<file path="config.mk">
export PLATFORM = sky130hd
export DESIGN_NAME = uart_tx_arb
export DESIGN_NICKNAME = d
export VERILOG_FILES = /design/src/rtl/uart_tx_arb_pkg.sv /design/src/rtl/uart_tx_arb_rr_pick.sv /design/src/rtl/uart_tx_arb.sv
export SDC_FILE = /design/constraint.sdc
export NUM_CORES = 1
export LEC_CHECK = 0
export ABC_AREA = 1
export BUFFER_PORTS_ARGS = -buffer_cell sky130_fd_sc_hd__buf_4
export CAP_MARGIN = 20
export CORE_ASPECT_RATIO = 0.75
export CORE_MARGIN = 2
export CORE_UTILIZATION = 44
export CTS_CLUSTER_DIAMETER = 150
export DETAILED_ROUTE_END_ITERATION = 10
export PLACE_DENSITY_LB_ADDON = 0.05
export SKIP_CTS_REPAIR_TIMING = 1
export SYNTH_ARGS = -nofsm -noshare
export SYNTH_HDL_FRONTEND = slang
export SYNTH_HIERARCHICAL = 1
export SYNTH_SLANG_ARGS = --single-unit
</file>
<file path="constraint.sdc">
create_clock -name clk -period 6.3 [get_ports clk]
set_input_delay 1.26 -clock clk [delete_from_list [all_inputs] [get_ports clk]]
set_output_delay 1.26 -clock clk [all_outputs]
set_load 0.1 [all_outputs]
</file>
<file path="src/rtl/uart_tx_arb_pkg.sv">
// Shared definitions for the uart_tx arbiter: one-hot state encoding and the
// circular first-set search used by the round-robin selector.
package uart_tx_arb_pkg;

    localparam int ST_W         = 5;
    localparam int MAX_REQ      = 8;

    localparam int IDLE_B       = 0;
    localparam int LOAD_B       = 1;
    localparam int START_B      = 2;
    localparam int WAIT_BUSY_B  = 3;
    localparam int WAIT_DONE_B  = 4;

    localparam logic [ST_W-1:0] IDLE      = 5'b00001;
    localparam logic [ST_W-1:0] LOAD      = 5'b00010;
    localparam logic [ST_W-1:0] START     = 5'b00100;
    localparam logic [ST_W-1:0] WAIT_BUSY = 5'b01000;
    localparam logic [ST_W-1:0] WAIT_DONE = 5'b10000;

    // Returns {found, index} of the first set bit at or after start, wrapping at n.
    function automatic logic [3:0] rr_first_set(input logic [7:0] vec,
                                                input logic [2:0] start,
                                                input int n);
        logic [3:0] res;
        int k;
        res = 4'b0000;
        for (int i = 0; i < MAX_REQ; i++) begin
            k = int'(start) + i;
            if (k >= n) k = k - n;
            if (i < n && !res[3] && vec[k[2:0]]) res = {1'b1, k[2:0]};
        end
        return res;
    endfunction

endpackage

</file>
<file path="src/rtl/uart_tx_arb_rr_pick.sv">
// Combinational round-robin selector: first requester at or after the pointer.
module rr_pick
    import uart_tx_arb_pkg::*;
#(
    parameter int N     = 4,
    parameter int PTR_W = 2
) (
    input  logic [N-1:0]     req,
    input  logic [PTR_W-1:0] ptr,
    output logic [N-1:0]     pick,
    output logic [PTR_W-1:0] idx,
    output logic             valid
);

    logic [7:0] vec;
    logic [2:0] start;
    logic [3:0] res;

    always_comb begin
        vec        = '0;
        vec[N-1:0] = req;
        start      = 3'(ptr);
        res        = rr_first_set(vec, start, N);
        valid      = res[3];
        idx        = PTR_W'(res[2:0]);
        pick       = '0;
        if (res[3]) pick[idx] = 1'b1;
    end

endmodule

</file>
<file path="src/rtl/uart_tx_arb.sv">
// Round-robin arbiter sharing one uart_tx among N byte-stream requesters,
// with optional locked bursts of up to BURST_MAX bytes per grant.
module uart_tx_arb
    import uart_tx_arb_pkg::*;
#(
    parameter int N         = 4,
    parameter int BURST_MAX = 16
) (
    input  logic           clk,
    input  logic           reset,
    input  logic [N-1:0]   req,
    input  logic [N-1:0]   lock,
    input  logic [8*N-1:0] data,
    output logic [N-1:0]   ack,
    output logic [N-1:0]   grant,
    output logic           busy,
    input  logic           tx_ready,
    output logic           tx_start_tick,
    output logic [7:0]     tx_d
);

    localparam int PTR_W = (N > 1) ? $clog2(N) : 1;
    localparam int CNT_W = $clog2(BURST_MAX) + 1;

    logic [ST_W-1:0]  state_reg;
    logic [PTR_W-1:0] ptr;
    logic [PTR_W-1:0] owner;
    logic [PTR_W-1:0] owner_next;
    logic [PTR_W-1:0] pick_idx;
    logic [N-1:0]     pick;
    logic             pick_valid;
    logic [CNT_W-1:0] burst_cnt;
    logic [CNT_W:0]   burst_inc;
    logic             keep_grant;

    rr_pick #(.N(N), .PTR_W(PTR_W)) u_rr_pick (
        .req   (req),
        .ptr   (ptr),
        .pick  (pick),
        .idx   (pick_idx),
        .valid (pick_valid)
    );

    // The releasing requester drops to lowest priority by moving the pointer past it.
    always_comb begin
        burst_inc  = {1'b0, burst_cnt} + (CNT_W+1)'(1);
        owner_next = (owner == PTR_W'(N-1)) ? '0 : owner + PTR_W'(1);
        keep_grant = lock[owner] && req[owner] &&
                     (burst_inc < (CNT_W+1)'(BURST_MAX));
    end

    always_ff @(posedge clk or negedge reset) begin
        if (!reset) begin
            state_reg     <= IDLE;
            grant         <= '0;
            ack           <= '0;
            tx_start_tick <= 1'b0;
            tx_d          <= '0;
            busy          <= 1'b0;
            ptr           <= '0;
            owner         <= '0;
            burst_cnt     <= '0;
        end else begin
            ack           <= '0;
            tx_start_tick <= 1'b0;
            case (1'b1)
                state_reg[IDLE_B]: begin
                    if (pick_valid) begin
                        grant     <= pick;
                        owner     <= pick_idx;
                        burst_cnt <= '0;
                        busy      <= 1'b1;
                        state_reg <= LOAD;
                    end
                end
                state_reg[LOAD_B]: begin
                    if (!req[owner]) begin
                        grant     <= '0;
                        busy      <= 1'b0;
                        ptr       <= owner_next;
                        state_reg <= IDLE;
                    end else if (tx_ready) begin
                        tx_start_tick <= 1'b1;
                        ack           <= grant;
                        tx_d          <= data[8*owner +: 8];
                        state_reg     <= START;
                    end
                end
                state_reg[START_B]: begin
                    state_reg <= WAIT_BUSY;
                end
                state_reg[WAIT_BUSY_B]: begin
                    if (!tx_ready) state_reg <= WAIT_DONE;
                end
                // Frame complete: either continue the locked burst or hand the grant on.
                state_reg[WAIT_DONE_B]: begin
                    if (tx_ready) begin
                        burst_cnt <= burst_inc[CNT_W-1:0];
                        if (keep_grant) begin
                            state_reg <= LOAD;
                        end else begin
                            grant     <= '0;
                            busy      <= 1'b0;
                            ptr       <= owner_next;
                            state_reg <= IDLE;
                        end
                    end
                end
                default: begin
                    grant     <= '0;
                    busy      <= 1'b0;
                    state_reg <= IDLE;
                end
            endcase
        end
    end

endmodule
</file>
==> out/results.ini, run 1 <==
[status]
status = finished, final reports clean

[grt]
grt_pass1_vias = 1998
antenna_found_initial = 0
grt_max_degree = 33
grt_pass1_wl_mm = 8.85
grt-ovfl-total = 0
track_usage_pct = 20.7

[synthesis]
syn_nets = 342
netlist_area_um2 = 2110
synth_edf_count = 0
synth.top_cells.by_area = dfrtp_1 (37%), nand2_1 (11%), nor2_1 (11%)
yosysTopAreaCellShare_pct = 36.8
syn-instance-count = 295
synth.largest_area_cell = dfrtp_1
synth-warning-count = 6
ys_ff_latch = 32
ys_seq_area_share_pct = 38.0
synthDistinctLibCells = 31
async_flop_share_pct = 100
synth_ff_type = dfrtp_1
synth.avg_cell_area_um2 = 7.16

[timing]
post-route-period-util_pct = 42.5
setup_viol = 0
fmaxAchievable_mhz = 373
hold_viol = 0
tns_ns = 0
max_slew_margin_pct = 47.5
whs_ns = 0.481
tightest_slew_ns = 0.788
finalClockSkew_ns = 0.00620
drv_slew = 0
rsz0062_at_grt = false
fin_crit_ns = 2.68

[cells_and_area]
register_area_um2 = 802
final_util_pct = 59.2
nets = 402
fin_area_um2 = 2690
largest_register_ffs = 8
antenna_cells = 0
layout_commonest_cell = nand2_1
fillers = 424
multi_input_area_um2 = 1130
area_growth_pct = 27.5
final_cell_mix = nand2_1 (62), nor2_1 (61), buf_4 (60)
final_layout_size_suffix_gt1_share_pct = 28.7

[drt]
drt_first_pass_iters = 4
vias_per_cell = 4.92
wl_per_cell_um = 12.2
via_count = 2033
initialDrtViolationCount = 88
drc = 0
ant_nets = 0
wirelength_mm = 5.03

[clock_tree]
clock_sinks = 32
cts_tree = built
cts-root-buf = clkbuf_8
cts_buffers = 5
clkTransAtPathRegs_ns = 0.07
cts_buffer_depth = 2
cts_max_level = 2
clk_latency_ns = 0.28

[setup_path]
r2r_end = grant[0]
path_cells = buf_4, inv_1, nand2_1, nand3_2, nand2_2, nor2_4, nand3b_1, nand2_1, clkinv_1, nor2_4, inv_2, nand2_4, nand2_1, nand2_1
crit_slowest_cell = clkinv_1
arrival_ns = 2.90
worstSetupStartpointType = input port
worstSetupEndpointType = register
cp-startpoint = req[1]
crit_path_end = grant[0]
crit_top_cell = nand2_1
max_stage_delay_ns = 0.28
crit_type = in2reg
cp.depth = 14
critPathRequiredTime_ns = 6.52
path_buf_inv = 4
r2r_cells = 14
crit_path_max_fanout = 9
cp_top_family = simple AND/OR/NAND/NOR gates
ff2ff_setup_slack_ns = 3.68
r2r_start = ptr[0]

[die]
die_h_um = 64.0
start_util_pct = 46.4
coreArea_um2 = 4550
die_x_um = 84.0
io_pins = 61
rows = 21
die_area_um2 = 5370

[placement]
gp_congestion = 0.824
place_area_um2 = 2580
io_buffers = 60
dp_hpwl_mm = 3.72

[pwr]
p_per_area_nw_per_um2 = 550
leakage_nw = 1.42
worst_ir_drop_vdd_mv = 0.273
power_w = 0.00148

[worst_hold_path]
worstHoldPathType = reg2reg
hold_path_depth = 2

[run]
maxCapViolCount = 0

==> cells in the mapped netlist (2+ instances only) <==
cell type and n:
a21oi_1 9, a31oi_1 9, buf_2 3, buf_6 2, dfrtp_1 31, ha_1 4, inv_1 27, inv_2 7
nand2_1 62, nand2_2 11, nand2_4 5, nand3_1 18, nand3_2 2, nand3b_1 2, nand4_1 3, nor2_1 61
nor2_4 4, o21ai_0 22
==> worst min-delay path by stage <==
stage                             from      endpoint  slack [ns]
final                             busy          busy        0.48
after global routing              busy          busy        0.53
after CTS                         busy          busy        0.49
after detailed placement          busy          busy        0.47
after global placement            busy          busy        0.47
after floorplan           burst_cnt[0]  burst_cnt[0]        0.51
==> area by class of cell <==
class / instances / area share (%)
clock buffer: 6 / 2.70
multi-input combinational: 221 / 41.9
tap: 57 / 2.65
sequential: 32 / 29.8
clock inverter: 2 / 1.30
timing repair buffer: 60 / 16.7
inverter: 35 / 4.88
==> layer usage <==
| metal | global-route usage (%) | wire length, µm |
|---|---|---|
| met1 | 28.1 | 2530 |
| met3 | 4.52 | 221 |
| met5 | 0 | 0 |
| met4 | 5.44 | 0 |
| met2 | 33.7 | 2280 |
==> logic make-up (layout without fill, tap and decap cells) <==
family | count (synthesis) | in the layout | synth area share, %
simple gates | 171 | 171 | 38.6
compound gates | 46 | 46 | 12.5
buf+inv | 42 | 103 | 8.54
flops | 32 | 32 | 38.0
fa+ha+maj | 4 | 4 | 2.37
==> power by group <==
part           internal, W  switching [W]  total (W)
Combinational     0.000260       0.000671   0.000931
Sequential        0.000270      0.0000885   0.000358
Clock             0.000117      0.0000752   0.000192
==> worst reg2reg max path: stages, from the launching register on <==
cell,delay [ns]
dfrtp_1,0.53
inv_2,0.13
ha_1,0.37
inv_1,0.17
nand3_1,0.09
nand2_1,0.09
nor2_1,0.07
nand3b_1,0.21
nand2_1,0.22
clkinv_1,0.28
nor2_4,0.19
inv_2,0.05
nand2_4,0.08
nand2_1,0.05
nand2_1,0.05
==> through the flow <==
step	setup slack [ns]	instances
floorplan	3.65	295
global placement	3.40	405
detailed placement	3.33	405
CTS	3.61	413
global route	3.41	413
finish	3.62	413
(Power assumes the default switching activity.)
==> run 2, diff against run 1 <==
- clock period: 6.3 -> 2.6 ns (I/O delays scaled with it)
==> out/results.ini, run 2 (same netlist as run 1, synthesis figures left out) <==
[worst_hold_path]
worstHoldPathType = in2async

[placement]
dp_hpwl_mm = 3.72
pre_cts_ws_ns = 0.273
io_buffers = 60
gp_congestion = 0.792
placed_cells = 409
place_area_um2 = 2610

[setup_path]
critPathRequiredTime_ns = 2.75
worstSetupEndpointType = register
crit_path_max_fanout = 8
worstSetupStartpointType = register
crit_type = reg2reg
arrival_ns = 2.43

[grt]
grt_use_met2_pct = 32.7
grt_pass1_vias = 2025
grt-ovfl-total = 0
grt_use_met1_pct = 27.1
grt_pass1_wl_mm = 8.69
antenna_found_initial = 0
busiest_layer = met2
track_usage_pct = 20.1
met3_usage_pct = 4.91
grt_max_degree = 33

[pwr]
p_per_area_nw_per_um2 = 1340
worst_ir_drop_vdd_mv = 0.640
leakage_nw = 1.45

[drt]
ant_nets = 0
initialDrtViolationCount = 134
drt_first_pass_iters = 4
drc = 0
wl_per_cell_um = 11.7
vias_per_cell = 4.81
wirelength_mm = 4.86
via_count = 2006

[cells_and_area]
area_growth_pct = 29.9
largest_register_ffs = 8
nets = 406
layout_commonest_cell = buf_4
fin_area_um2 = 2740
final_cell_mix = buf_4 (64), nand2_1 (61), nor2_1 (61)
final_layout_size_suffix_gt1_share_pct = 30.0
fin_cells = 417
antenna_cells = 0
fillers = 437

[timing]
fin_ws_ns = 0.318
drv_slew = 0
tightest_slew_ns = 0.431
hold_viol = 0
tns_ns = 0
rsz0062_at_grt = false
setup_viol = 0
fmaxAchievable_mhz = 438
finalClockSkew_ns = 0.0130
max_slew_margin_pct = 71.2
post-route-period-util_pct = 87.8
fin_crit_ns = 2.28

[die]
die_x_um = 84.0
die_h_um = 64.0
die_area_um2 = 5370
start_util_pct = 46.4
rows = 21
io_pins = 61
coreArea_um2 = 4550

[status]
status = finished, final reports clean

[clock_tree]
cts_max_level = 2
cts_buffer_depth = 2
cts-root-buf = clkbuf_8
cts_buffers = 5
cts_tree = built
clock_sinks = 32
clk_latency_ns = 0.28
clkTransAtPathRegs_ns = 0.07

[run]
maxCapViolCount = 0

run 2: changes by cell type in the layout (fill, tap and decap cells not counted):
cell | before | now
nand2_1 | 62 | 61
clkbuf_1 | 1 | 0
nand2_2 | 11 | 12
buf_4 | 60 | 64
clkbuf_8 | 5 | 7
clkinv_2 | 1 | 0
run 2: per-stage QoR:
stage	total power (W)	utilization [%]	hold WS (ns)
after floorplan	0.00268	-	0.224
after detailed placement	0.00317	57.5	0.475
after global routing	0.00399	60.3	0.192
final	0.00367	60.3	0.159
after global placement	0.00315	57.5	0.470
after CTS	0.00370	60.3	0.179
run 2: final cells by class:
class                           count  area (µm²)  share of cell area, %
Clock buffer                        7        96.3                   3.51
Clock inverter                      1        30.0                   1.09
Inverter                           35         131                   4.79
Multi-Input combinational cell    221        1130                   41.2
Sequential cell                    32         802                   29.2
Tap cell                           57        71.3                   2.60
Timing Repair Buffer               64         480                   17.5
run 2: path summary, 6_finish.rpt:
kind / from / end / slack (ns) / cells after the start
min reg2reg: busy / busy / 0.49 / 2
max: ptr[1] / owner[1] / 0.32 / 12
min: reset / tx_d[1] / 0.16 / 1
min in group clk: busy / busy / 0.49 / 2
max in group asynchronous: reset / state_reg[0] / 2.09 / 1
max reg2reg: ptr[1] / owner[1] / 0.32 / 12
run 2: worst max-delay path, stage by stage, from the launching register on:
cell and delay [ns]:
dfrtp_1 0.44, inv_1 0.12, ha_1 0.34, inv_1 0.15
nand3_1 0.10, nand2_1 0.06, nor2_1 0.06, nand3b_1 0.26
nand2_2 0.19, clkinv_1 0.13, buf_4 0.18, nand2_1 0.05
o21ai_0 0.07
run 2: power breakdown:
part	leakage, nW	internal, W	switching, W
clock network	0.0645	0.000338	0.000181
logic	0.976	0.000671	0.00171
registers	0.409	0.000655	0.000123
run 2: routing by layer:
metal  up-vias  wire [µm]
li1       1068          -
met4         0         46
met3         6        306
met1       884       2410
met5         -          0
met2        48       2100
==> run 3, diff against run 2 <==
- CELL_PAD_IN_SITES_DETAIL_PLACEMENT: default -> 0
- CELL_PAD_IN_SITES_GLOBAL_PLACEMENT: default -> 2
- CORE_UTILIZATION: 44 -> 28
==> out/results.ini, run 3 (same netlist as run 1, synthesis figures left out) <==
[setup_path]
worstSetupEndpointType = register
critPathRequiredTime_ns = 2.82
crit_path_max_fanout = 9
worstSetupStartpointType = register
crit_slowest_cell = dfrtp_1
crit_type = reg2reg
arrival_ns = 2.51
crit_top_cell = nand2_1
max_stage_delay_ns = 0.45
ff2ff_setup_slack_ns = 0.31
path_cells = inv_1, ha_1, inv_1, nand3_1, nand2_1, nor2_1, nand3b_1, nand2_1, clkinvlp_4, nor2_4, inv_2, nand2_4, nand2_1, nand2_1

[cells_and_area]
register_area_um2 = 802
final_cell_mix = buf_4 (65), nand2_1 (62), nor2_1 (61)
fin_area_um2 = 2810
multi_input_area_um2 = 1130
antenna_cells = 0
fin_cells = 462
layout_commonest_cell = buf_4
area_growth_pct = 33.0
fillers = 820
final_layout_size_suffix_gt1_share_pct = 30.2
largest_register_ffs = 8
nets = 407

[clock_tree]
cts-root-buf = clkbuf_8
clkTransAtPathRegs_ns = 0.08
cts_max_level = 2
cts_buffer_depth = 2
clock_sinks = 32
clk_latency_ns = 0.28
cts_buffers = 5
cts_tree = built

[die]
io_pins = 61
coreArea_um2 = 7330
start_util_pct = 28.8
die_x_um = 104
rows = 27
die_h_um = 79.2
die_area_um2 = 8260

[pwr]
power_w = 0.00373
p_seq_share_pct = 21.0
p_per_area_nw_per_um2 = 1330
comb_power_share_pct = 64.8
intPower_w = 0.00167
p_switching_w = 0.00206
sw_frac_of_total_pct = 55.1
pwr-share-clk_pct = 14.2
worst_ir_drop_vdd_mv = 0.729
leakage_nw = 1.45

[grt]
grt_max_degree = 33
track_usage_pct = 14.9
grt_pass1_vias = 2083
grt-ovfl-total = 0
antenna_found_initial = 0
grt_pass1_wl_mm = 9.80

[placement]
pre_cts_ws_ns = 0.287
dp_hpwl_mm = 4.23
placed_cells = 454
place_area_um2 = 2680
io_buffers = 60
gp_congestion = 0.837

[timing]
drv_slew = 0
tns_ns = 0
finalClockSkew_ns = 0.0116
tightest_slew_ns = 0.459
setup_viol = 0
rsz0062_at_grt = false
post-route-period-util_pct = 88.0
hold_viol = 0
fin_ws_ns = 0.312
fmaxAchievable_mhz = 437
max_slew_margin_pct = 69.4
fin_crit_ns = 2.29

[drt]
wl_per_cell_um = 12.2
initialDrtViolationCount = 71
vias_per_cell = 4.43
ant_nets = 0
drc = 0
via_count = 2045
drt_first_pass_iters = 4
wirelength_mm = 5.62

[run]
maxCapViolCount = 0

[status]
status = finished, final reports clean

[worst_hold_path]
worstHoldPathType = in2async

==> run 3: cell types whose count changed in the layout (fill, tap and decap cells not counted) <==
cell	change
clkinv_1	-1
nand2_1	+1
clkinvlp_4	+1
buf_4	+1
nand2_2	-1
==> run 3: worst paths after layout <==
check,endpoint,depth (start not counted),from
min reg2reg,busy,2,busy
max,grant[2],14,ptr[1]
min,ptr[1],1,reset
min in group clk,busy,2,busy
max reg2reg,grant[2],14,ptr[1]
max in group asynchronous,state_reg[0],1,reset
==> run 3: power by group through the flow <==
stage / Clock [W] / Combinational (W) / Sequential, W
6_report: 0.000529 / 0.00242 / 0.000783
4_1_cts: 0.000553 / 0.00244 / 0.000784
3_3_place_gp: 0 / 0.00247 / 0.000788
5_1_grt: 0.000578 / 0.00268 / 0.000804
3_5_place_dp: 0 / 0.00244 / 0.000789
2_1_floorplan: 0 / 0.00123 / 0.00145
==> run 3: layout make-up <==
cell class                 count  share of cell area (%)
multi-input combinational    221                    40.2
sequential                    32                    28.6
timing repair buffer          65                    17.4
inverter                      35                    4.81
tap                          101                    4.50
clock buffer                   7                    3.43
clock inverter                 1                    1.07
==> run 3: metrics by stage <==
| step | hold slack [ns] | utilization [%] |
|---|---|---|
| 3_5_place_dp | 0.482 | 36.5 |
| 4_1_cts | 0.190 | 38.2 |
| 2_1_floorplan | 0.224 | - |
| 5_1_grt | 0.201 | 38.3 |
| 3_3_place_gp | 0.469 | 36.5 |
| 6_report | 0.164 | 38.3 |
==> run 3: metal layers <==
metal | track usage [%] | vias up | part of all wire (%) | wire length (µm)
li1 | - | 1071 | - | -
met1 | 19.3 | 924 | 50 | 2840
met2 | 24.5 | 46 | 44 | 2470
met3 | 4.19 | 4 | 5.1 | 287
met4 | 3.65 | 0 | 0.55 | 31
met5 | 0 | - | 0 | 0
==> run 3: critical path, delay by kind of cell (launching register included) <==
kind	cells	cell delay [ns]
DFF	1	0.45
buffers and inverters	4	0.50
adders and majority gates	1	0.34
and+or+nand+nor	9	0.92
